[src/rtl/display_alert_arbiter.sv]
// display_alert_arbiter: shares the 7-seg bank, LEDs and piezo among four blocks; edge events preempt the DIP owner.
// Latency: source buses reach the pins one cycle later; every owner change inserts BLANK_CYC blank cycles.
// Events are captured as pending bits and served round-robin; none is lost while another alert is running.
module display_alert_arbiter #(
  parameter int BLANK_CYC    = 8,
  parameter int BEEP_ON_MS   = 250,
  parameter int BEEP_OFF_MS  = 250,
  parameter int ALERT_MAX_MS = 30000,
  parameter int TONE_DIV     = 1
) (
  input  logic        clk,
  input  logic        rst,
  input  logic [1:0]  mode_sel,
  input  logic [31:0] src_seg_data,
  input  logic [31:0] src_seg_com,
  input  logic [31:0] src_led,
  input  logic [3:0]  evt_level,
  input  logic        ack_key,
  output logic [7:0]  seg_data,
  output logic [7:0]  seg_com,
  output logic [7:0]  led,
  output logic        piezo,
  output logic [1:0]  owner,
  output logic        alert_active,
  output logic [3:0]  evt_ack
);

  localparam logic [1:0] ST_NORMAL = 2'd0;
  localparam logic [1:0] ST_BLANK  = 2'd1;
  localparam logic [1:0] ST_ALERT  = 2'd2;

  // Where BLANK goes next; POST means "after an alert": serve the next pending event or return to mode_sel.
  localparam logic [1:0] TGT_NORMAL = 2'd0;
  localparam logic [1:0] TGT_ALERT  = 2'd1;
  localparam logic [1:0] TGT_POST   = 2'd2;

  localparam logic [3:0]  BLANK_LAST   = 4'(BLANK_CYC - 1);
  localparam logic [9:0]  BEEP_ON      = 10'(BEEP_ON_MS);
  localparam logic [9:0]  BEEP_LAST    = 10'(BEEP_ON_MS + BEEP_OFF_MS - 1);
  localparam logic [9:0]  TONE_LAST    = 10'(TONE_DIV - 1);
  localparam logic [15:0] ELAPSED_LAST = 16'(ALERT_MAX_MS - 1);

  logic [1:0]  state_q, state_d;
  logic [1:0]  target_q, target_d;
  logic [1:0]  owner_q, owner_d;
  logic [1:0]  rr_ptr_q, rr_ptr_d;
  logic [3:0]  pend_q, pend_d;
  logic [3:0]  evt_prev_q, evt_prev_d;
  logic        ack_prev_q, ack_prev_d;
  logic [3:0]  blank_cnt_q, blank_cnt_d;
  logic [9:0]  beep_cnt_q, beep_cnt_d;
  logic [9:0]  tone_cnt_q, tone_cnt_d;
  logic [15:0] elapsed_q, elapsed_d;
  logic [7:0]  seg_data_q, seg_data_d;
  logic [7:0]  seg_com_q, seg_com_d;
  logic [7:0]  led_q, led_d;
  logic        piezo_q, piezo_d;
  logic [3:0]  evt_ack_q, evt_ack_d;

  logic [3:0]  evt_rise;
  logic        ack_rise;
  logic [3:0]  pend_clr;
  logic [1:0]  pick;
  logic        show;

  // First pending source found searching ptr+1, ptr+2, ptr+3, ptr (mod 4).
  function automatic logic [1:0] rr_pick(input logic [3:0] p, input logic [1:0] ptr);
    logic [1:0] idx;
    rr_pick = ptr;
    for (int i = 4; i >= 1; i--) begin
      idx = ptr + 2'(i);
      if (p[idx]) rr_pick = idx;
    end
  endfunction

  // Next-state logic; counters hold the index of the cycle the next state is in, outputs follow the next state.
  always_comb begin
    evt_rise    = evt_level & ~evt_prev_q;
    ack_rise    = ack_key & ~ack_prev_q;
    evt_prev_d  = evt_level;
    ack_prev_d  = ack_key;
    pick        = rr_pick(pend_q, rr_ptr_q);
    state_d     = state_q;
    target_d    = target_q;
    owner_d     = owner_q;
    rr_ptr_d    = rr_ptr_q;
    blank_cnt_d = '0;
    beep_cnt_d  = '0;
    tone_cnt_d  = '0;
    elapsed_d   = '0;
    evt_ack_d   = '0;
    pend_clr    = '0;

    case (state_q)
      ST_NORMAL: begin
        if (|pend_q) begin
          owner_d  = pick;
          rr_ptr_d = pick;
          state_d  = ST_BLANK;
          target_d = TGT_ALERT;
        end else if (mode_sel != owner_q) begin
          owner_d  = mode_sel;
          state_d  = ST_BLANK;
          target_d = TGT_NORMAL;
        end
      end
      ST_BLANK: begin
        if (blank_cnt_q == BLANK_LAST) begin
          case (target_q)
            TGT_ALERT:  state_d = ST_ALERT;
            TGT_NORMAL: state_d = ST_NORMAL;
            default: begin
              // Display is already blanked, so a queued alert starts without a second blank period.
              if (|pend_q) begin
                owner_d  = pick;
                rr_ptr_d = pick;
                state_d  = ST_ALERT;
              end else begin
                owner_d  = mode_sel;
                state_d  = ST_NORMAL;
              end
            end
          endcase
        end else begin
          blank_cnt_d = blank_cnt_q + 4'd1;
        end
      end
      ST_ALERT: begin
        if (ack_rise || (elapsed_q == ELAPSED_LAST)) begin
          evt_ack_d = 4'b0001 << owner_q;
          pend_clr  = 4'b0001 << owner_q;
          state_d   = ST_BLANK;
          target_d  = TGT_POST;
        end else begin
          elapsed_d  = (elapsed_q == 16'hFFFF) ? elapsed_q : elapsed_q + 16'd1;
          beep_cnt_d = (beep_cnt_q == BEEP_LAST) ? 10'd0 : beep_cnt_q + 10'd1;
          if (beep_cnt_d == 10'd0 || tone_cnt_q == TONE_LAST) tone_cnt_d = 10'd0;
          else tone_cnt_d = tone_cnt_q + 10'd1;
        end
      end
      default: state_d = ST_NORMAL;
    endcase

    // A new edge on the bit being cleared wins.
    pend_d = (pend_q & ~pend_clr) | evt_rise;

    show       = (state_d != ST_BLANK);
    seg_data_d = show ? src_seg_data[{owner_d, 3'b000} +: 8] : 8'h00;
    seg_com_d  = show ? src_seg_com[{owner_d, 3'b000} +: 8]  : 8'hFF;
    led_d      = show ? src_led[{owner_d, 3'b000} +: 8]      : 8'h00;

    if (state_d == ST_ALERT && beep_cnt_d < BEEP_ON) begin
      if (beep_cnt_d == 10'd0)     piezo_d = 1'b1;
      else if (tone_cnt_d == 10'd0) piezo_d = ~piezo_q;
      else                          piezo_d = piezo_q;
    end else begin
      piezo_d = 1'b0;
    end
  end

  // State and output registers; reset forces the display dark and the piezo silent without a clock.
  always_ff @(posedge clk or posedge rst) begin
    if (rst) begin
      state_q     <= ST_NORMAL;
      target_q    <= TGT_NORMAL;
      owner_q     <= 2'd0;
      rr_ptr_q    <= 2'd3;
      pend_q      <= 4'h0;
      evt_prev_q  <= 4'h0;
      ack_prev_q  <= 1'b0;
      blank_cnt_q <= 4'd0;
      beep_cnt_q  <= 10'd0;
      tone_cnt_q  <= 10'd0;
      elapsed_q   <= 16'd0;
      seg_data_q  <= 8'h00;
      seg_com_q   <= 8'hFF;
      led_q       <= 8'h00;
      piezo_q     <= 1'b0;
      evt_ack_q   <= 4'h0;
    end else begin
      state_q     <= state_d;
      target_q    <= target_d;
      owner_q     <= owner_d;
      rr_ptr_q    <= rr_ptr_d;
      pend_q      <= pend_d;
      evt_prev_q  <= evt_prev_d;
      ack_prev_q  <= ack_prev_d;
      blank_cnt_q <= blank_cnt_d;
      beep_cnt_q  <= beep_cnt_d;
      tone_cnt_q  <= tone_cnt_d;
      elapsed_q   <= elapsed_d;
      seg_data_q  <= seg_data_d;
      seg_com_q   <= seg_com_d;
      led_q       <= led_d;
      piezo_q     <= piezo_d;
      evt_ack_q   <= evt_ack_d;
    end
  end

  assign seg_data     = seg_data_q;
  assign seg_com      = seg_com_q;
  assign led          = led_q;
  assign piezo        = piezo_q;
  assign owner        = owner_q;
  assign alert_active = (state_q == ST_ALERT);
  assign evt_ack      = evt_ack_q;

endmodule

[config.mk]
export PLATFORM = sky130hd
export DESIGN_NAME = display_alert_arbiter
export DESIGN_NICKNAME = d
export VERILOG_FILES = /design/src/rtl/display_alert_arbiter.sv
export SDC_FILE = /design/constraint.sdc
export NUM_CORES = 1
export LEC_CHECK = 0
export ABC_AREA = 0
export BUFFER_PORTS_ARGS = -buffer_cell sky130_fd_sc_hd__buf_2
export CORE_MARGIN = 3
export CORE_UTILIZATION = 33
export DETAILED_ROUTE_END_ITERATION = 12
export GPL_TIMING_DRIVEN = 0
export PLACE_DENSITY_LB_ADDON = 0.05
export SKIP_CTS_REPAIR_TIMING = 1
export SLEW_MARGIN = 20
export SYNTH_ARGS = -nofsm -noshare
export SYNTH_HDL_FRONTEND = slang
export SYNTH_SLANG_ARGS = --single-unit
[constraint.sdc]
create_clock -name clk -period 3.6 [get_ports clk]
set_input_delay 0.54 -clock clk [delete_from_list [all_inputs] [get_ports clk]]
set_output_delay 0.54 -clock clk [all_outputs]
set_load 0.05 [all_outputs]
==> results of run 1 <==
==> path summary, 6_finish.rpt <==
kind | end | cells past startpoint
max | tone_cnt_q[3] | 8
min | beep_cnt_q[4] | 2
max reg2reg | tone_cnt_q[3] | 8
min reg2reg | pend_q[0] | 1
max in group asynchronous | seg_com[4] | 3
min in group clk | evt_prev_q[2] | 1
==> per-layer routing <==
layer	GRT usage	share of wire	wire, µm	vias to the layer above
met2	0.253	0.48	5620	127
li1	-	-	-	1984
met1	0.200	0.44	5140	1800
met4	0.0612	0.018	217	0
met5	0	0	0	-
met3	0.0431	0.068	798	15
==> worst register-to-register path: stages, from the launching register on <==
cell	delay [ns]
dfrtp_1	0.50
ha_1	0.21
clkbuf_1	0.33
nand3_1	0.22
or4_1	0.51
o211ai_1	0.13
nand4_1	0.18
nand4_1	0.40
nor2_1	0.10
==> metrics by stage <==
| step | hold WS [ns] | setup slack [ns] | TNS, ns | area [µm²] | std cells |
|---|---|---|---|---|---|
| global route | 0.309 | 0.603 | 0 | 5920 | 795 |
| detailed placement | 0.424 | 0.923 | 0 | 5620 | 779 |
| finish | 0.285 | 0.884 | 0 | 5920 | 795 |
| global placement | 0.413 | -0.342 | -25.56 | 5590 | 778 |
| CTS | 0.297 | 0.897 | 0 | 5920 | 795 |
| floorplan | 0.409 | 0.855 | 0 | 4690 | 466 |
==> area by class of cell <==
| class | instances | area share |
|---|---|---|
| clock inverters | 4 | 0.00761 |
| multi-input cells | 334 | 0.389 |
| repair buffers | 137 | 0.120 |
| well taps | 176 | 0.0372 |
| clock buffers | 12 | 0.0433 |
| flip-flops and latches | 86 | 0.366 |
| inverters | 23 | 0.0150 |
| plain buffers | 23 | 0.0222 |
==> logic make-up (layout without fill, tap and decap cells) <==
group,Yosys count,count (layout)
XOR/XNOR,30,30
multiplexers,52,52
AND/OR/NAND/NOR,165,165
AO/OA/AOI/OAI,82,82
buffers and inverters,46,199
adder cells (fa/ha/maj),5,5
flip-flops,86,86
==> placed cells by master (no fill, tap or decap), types with 6 or more instances in the layout <==
cell type / Yosys / final
clkbuf_1: 10 / 11
a22oi_1: 9 / 9
inv_1: 23 / 22
and3_1: 7 / 7
clkbuf_16: 0 / 9
nor2_1: 54 / 54
xnor2_1: 20 / 20
nand3_1: 21 / 21
dfrtp_1: 76 / 76
nand2b_1: 7 / 7
buf_2: 6 / 142
nor2b_1: 6 / 6
nand2_1: 16 / 16
o21ai_0: 9 / 9
nand4_1: 10 / 10
a21oi_1: 13 / 13
xor2_1: 10 / 10
o22ai_1: 22 / 22
dfstp_2: 10 / 10
nor3_1: 10 / 10
mux2i_1: 51 / 51
==> registers in the layout, summed over array words and instances (netlist names), 8 cells and up <==
name and cells:
beep_cnt_q 10, elapsed_q 16, seg_data 8, led 8, seg_com 8, tone_cnt_q 10
==> Yosys cell counts (2+ instances only) <==
cell      number
inv_1         23
nor3_1        10
clkbuf_1      10
nor4_1         4
or3_1          3
and2_1         4
a2111o_1       2
buf_4          4
o21ai_2        2
o22ai_1       22
nand4b_1       3
nor2_1        54
nor3b_1        5
xor2_1        10
dfrtp_1       76
nand2b_1       7
a211oi_1       4
dfstp_2       10
or4b_1         2
nand2_1       16
a31oi_1        2
a22oi_1        9
buf_6          3
or2_2          2
buf_2          6
ha_1           5
nor4bb_1       2
nand3_1       21
o21ai_0        9
xnor2_1       20
a21oi_1       13
nand4_1       10
nor2b_1        6
mux2i_1       51
and4_1         2
and3_1         7
==> power by group <==
part | switching (mW) | internal [mW] | total, mW | leakage (nW)
logic | 0.927 | 0.552 | 1.48 | 1.51
registers | 0.0932 | 1.14 | 1.23 | 1.11
clock network | 0.372 | 0.572 | 0.944 | 0.152
total | 1.39 | 2.27 | 3.66 | 2.78
==> impl_metrics.json, run 1 <==
{
  "synth_top_family_by_area": "simple AND/OR/NAND/NOR gates",
  "rows": 42,
  "cp_slowest_cell": "or4_1",
  "firstDrtPassIters": 4,
  "ys_ff_latch": 86,
  "synthXorXnorAreaFrac": 0.0560,
  "outcome": "finished, final reports clean",
  "grt_pass1_vias": 4057,
  "grt_start_max_net_pins": 45,
  "rsz0062_at_grt": "false",
  "multi_input_area_um2": 2310,
  "max_freq_ghz": 0.368,
  "cts.sinks": 86,
  "ff_latch_area_um2": 2160,
  "skew_ns": 0.00712,
  "finalPower_mw": 3.66,
  "cp-start-kind": "register",
  "arrival_ns": 2.92,
  "overflow": 0,
  "cp.required_ns": 3.80,
  "chipHeight_um": 125,
  "setup_viol": 0,
  "worst_pin_slew_ns": 0.822,
  "min_period_ns": 2.72,
  "initial_utilization": 0.346,
  "worstPathCellList": "ha_1 -> clkbuf_1 -> nand3_1 -> or4_1 -> o211ai_1 -> nand4_1 -> nand4_1 -> nor2_1",
  "cp_max_fo": 10,
  "cts_tree": "yes",
  "crit_family": "simple AND/OR/NAND/NOR gates",
  "syn-num-nets": 576,
  "drt-initial-drc-count": 257,
  "port-buffer-count": 136,
  "cts-buffers-inserted": 9,
  "worst_path_largest_cell_delay_ns": 0.51,
  "core-area_um2": 13600,
  "synthFlopType": "dfrtp_1",
  "slew_headroom": 0.447,
  "gp_congestion": 0.861,
  "critical_path_buf_inv_count": 1,
  "hold_viol": 0,
  "cp-end-kind": "register",
  "path_clk_slew_ns": 0.06,
  "wl_per_cell_um": 14.8,
  "cts_max_path_buffers": 2,
  "wirelength_mm": 11.8,
  "ioPinCount": 137,
  "cp_common_cell": "nand4_1",
  "drive_above_1_share": 0.299,
  "ff2ff_setup_slack_ns": 0.88,
  "period_share": 0.754,
  "synthMuxAreaShare": 0.111,
  "yosysTopAreaCell": "dfrtp_1",
  "ant_nets": 0,
  "slew_violations": 0,
  "yosys.cell_types.count": 63,
  "synthTopCellsByArea": "dfrtp_1 (41%), mux2i_1 (11%), dfstp_2 (5.6%), nor2_1 (4.3%), xnor2_1 (3.7%)",
  "async_flop_share": 1.00,
  "route.detailed.drc": 0,
  "maxCapViolCount": 0,
  "grt_pass1_wl_mm": 20.0,
  "vias": 3926,
  "synth_top_area_frac": 0.406,
  "die_area_um2": 15700,
  "chipWidth_um": 125,
  "fillers": 1319,
  "synth-simple-area-share": 0.188,
  "cp-startpoint": "beep_cnt_q[0]",
  "antenna_cells": 0,
  "synth_warnings": 0,
  "power_density_nw_per_um2": 618,
  "synth_area_um2": 4690,
  "synth_compound_area_frac": 0.124,
  "seq_area_frac_synth": 0.462,
  "dpl.hpwl_mm": 8.90,
  "grt.total_usage": 0.156,
  "path_class": "reg -> reg",
  "final_util": 0.437,
  "min_path_type": "in -> async",
  "peakVddDrop_mv": 0.312,
  "postSynthAreaPerCell_um2": 10.1,
  "cts-root-buf": "clkbuf_16",
  "synthToLayoutAreaGrowth_pct": 26.3,
  "nets": 724,
  "p_leak_nw": 2.78,
  "synthCells": 466,
  "synthAdderAreaFrac": 0.0133,
  "antenna_found_initial": 0,
  "htree_levels": 3,
  "synth_edf_count": 0,
  "viasPerCell": 4.94,
  "rr_startpoint": "beep_cnt_q[0]",
  "clock_latency_ns": 0.34
}
Power figures use the tool's default switching activity.
==> run 2, diff against run 1 <==
clock period = 2.4 ns   (was 3.6 ns; I/O delays follow)
==> run 2 against run 1 <==
Effect of this change: die area did not move; sequential share of layout area decreased by 1.7 points; register-to-register slack got worse by 0.81 ns; sequential cell count unchanged; global-route usage down 0.47 points; hold slack lost 0.14 ns; first-iteration DRC count is 8.6% higher; clock-buffer cell count stayed put.
==> impl_metrics.json, run 2 (synthesized netlist as in run 1, its figures left out) <==
{
  "outcome": "finished, final reports clean",
  "layout_common_cells": "buf_2 (142), dfrtp_1 (72), nor2_1 (53), mux2i_1 (50)",
  "cp-start-kind": "register",
  "nets": 740,
  "whs_ns": 0.141,
  "chipHeight_um": 125,
  "viasPerCell": 4.94,
  "top_regs": "elapsed_q x16, beep_cnt_q x10, tone_cnt_q x10",
  "cp_max_fo": 6,
  "maxCapViolCount": 0,
  "tns_ns": 0,
  "chipWidth_um": 125,
  "ant_nets": 0,
  "clock_latency_ns": 0.34,
  "final_area_um2": 6230,
  "min_period_ns": 2.32,
  "fin_cells": 811,
  "grt_start_max_net_pins": 33,
  "finalWorstSetupSlack_ns": 0.0784,
  "htree_levels": 3,
  "period_share": 0.967,
  "gp_congestion": 0.843,
  "cts.sinks": 86,
  "max_freq_ghz": 0.431,
  "layout_commonest_cell": "buf_2",
  "cts_max_path_buffers": 2,
  "final_util": 0.459,
  "largest_register": "elapsed_q",
  "dpl.hpwl_mm": 8.81,
  "vias": 4006,
  "slew_violations": 0,
  "wl_per_cell_um": 14.6,
  "antenna_found_initial": 1,
  "path_class": "reg -> reg",
  "skew_ns": 0.00410,
  "min_path_type": "in -> reg",
  "drt-initial-drc-count": 279,
  "antenna_cells": 0,
  "initial_utilization": 0.346,
  "fillers": 1303,
  "ioPinCount": 137,
  "cts-buffers-inserted": 9,
  "ff2ff_setup_slack_ns": 0.08,
  "arrival_ns": 2.58,
  "peakVddDrop_mv": 0.506,
  "dp_cells": 781,
  "largest_reg_flops": 16,
  "power_density_nw_per_um2": 922,
  "rsz0062_at_grt": "true",
  "synthToLayoutAreaGrowth_pct": 32.8,
  "placed_area_um2": 5660,
  "path_clk_slew_ns": 0.06,
  "cts-root-buf": "clkbuf_16",
  "port-buffer-count": 136,
  "cp.required_ns": 2.66,
  "hold_viol": 0,
  "firstDrtPassIters": 4,
  "overflow": 0,
  "grt.total_usage": 0.152,
  "p_leak_nw": 2.92,
  "cts_tree": "yes",
  "drive_above_1_share": 0.348,
  "pre_cts_ws_ns": -0.324,
  "worst_pin_slew_ns": 0.699,
  "core-area_um2": 13600,
  "rows": 42,
  "setup_viol": 0,
  "grt_pass1_vias": 3929,
  "slew_headroom": 0.531,
  "route.detailed.drc": 0,
  "finalPower_mw": 5.74,
  "wirelength_mm": 11.8,
  "cp-end-kind": "register",
  "grt_pass1_wl_mm": 19.6,
  "die_area_um2": 15700
}
-- run 2: cell types whose count changed in the layout (fill, tap and decap cells not counted), sizes merged --
cell	before	now
clkinv	3	1
bufinv	1	3
inv	23	22
clkinvlp	0	1
clkbuf	22	20
dlygate4sd3	0	1
buf	150	167
-- run 2: where the power goes --
part           internal, mW  switching (mW)
registers              1.71           0.149
logic                 0.894            1.41
clock network          1.02           0.558
-- run 2: path summary, 6_finish.rpt --
| path | startpoint | end | depth (start not counted) |
|---|---|---|---|
| max | elapsed_q[15] | piezo | 6 |
| min | evt_level[2] | evt_prev_q[2] | 1 |
| max reg2reg | elapsed_q[15] | piezo | 6 |
| min reg2reg | evt_prev_q[1] | pend_q[1] | 1 |
| max in group asynchronous | rst | rr_ptr_q[1] | 5 |
| min in group asynchronous | rst | tone_cnt_q[7] | 3 |
-- run 2: critical path, stage by stage, from the launching register on --
cell and delay, ns:
dfrtp_1 0.42, or4b_4 0.57, o41a_1 0.57, nand3_2 0.19, nor2_1 0.09, a22o_1 0.22
a211oi_2 0.18
-- run 2: layout make-up --
| cell class | count | area, µm² | share of cell area |
|---|---|---|---|
| multi-input cells | 334 | 2400 | 0.386 |
| flip-flops and latches | 86 | 2170 | 0.348 |
| repair buffers | 154 | 863 | 0.139 |
| clock buffers | 12 | 236 | 0.0380 |
| well taps | 176 | 220 | 0.0354 |
| plain buffers | 22 | 151 | 0.0243 |
| clock inverters | 4 | 95.1 | 0.0153 |
| inverters | 23 | 90.1 | 0.0145 |
-- run 2: layer usage --
| metal | part of all wire | vias up | wire, µm | GRT usage |
|---|---|---|---|---|
| met4 | 0.020 | 2 | 241 | 0.0593 |
| met1 | 0.44 | 1849 | 5190 | 0.200 |
| li1 | - | 2013 | - | - |
| met2 | 0.47 | 121 | 5530 | 0.237 |
| met5 | 0.00068 | - | 8 | 0 |
| met3 | 0.071 | 21 | 838 | 0.0435 |
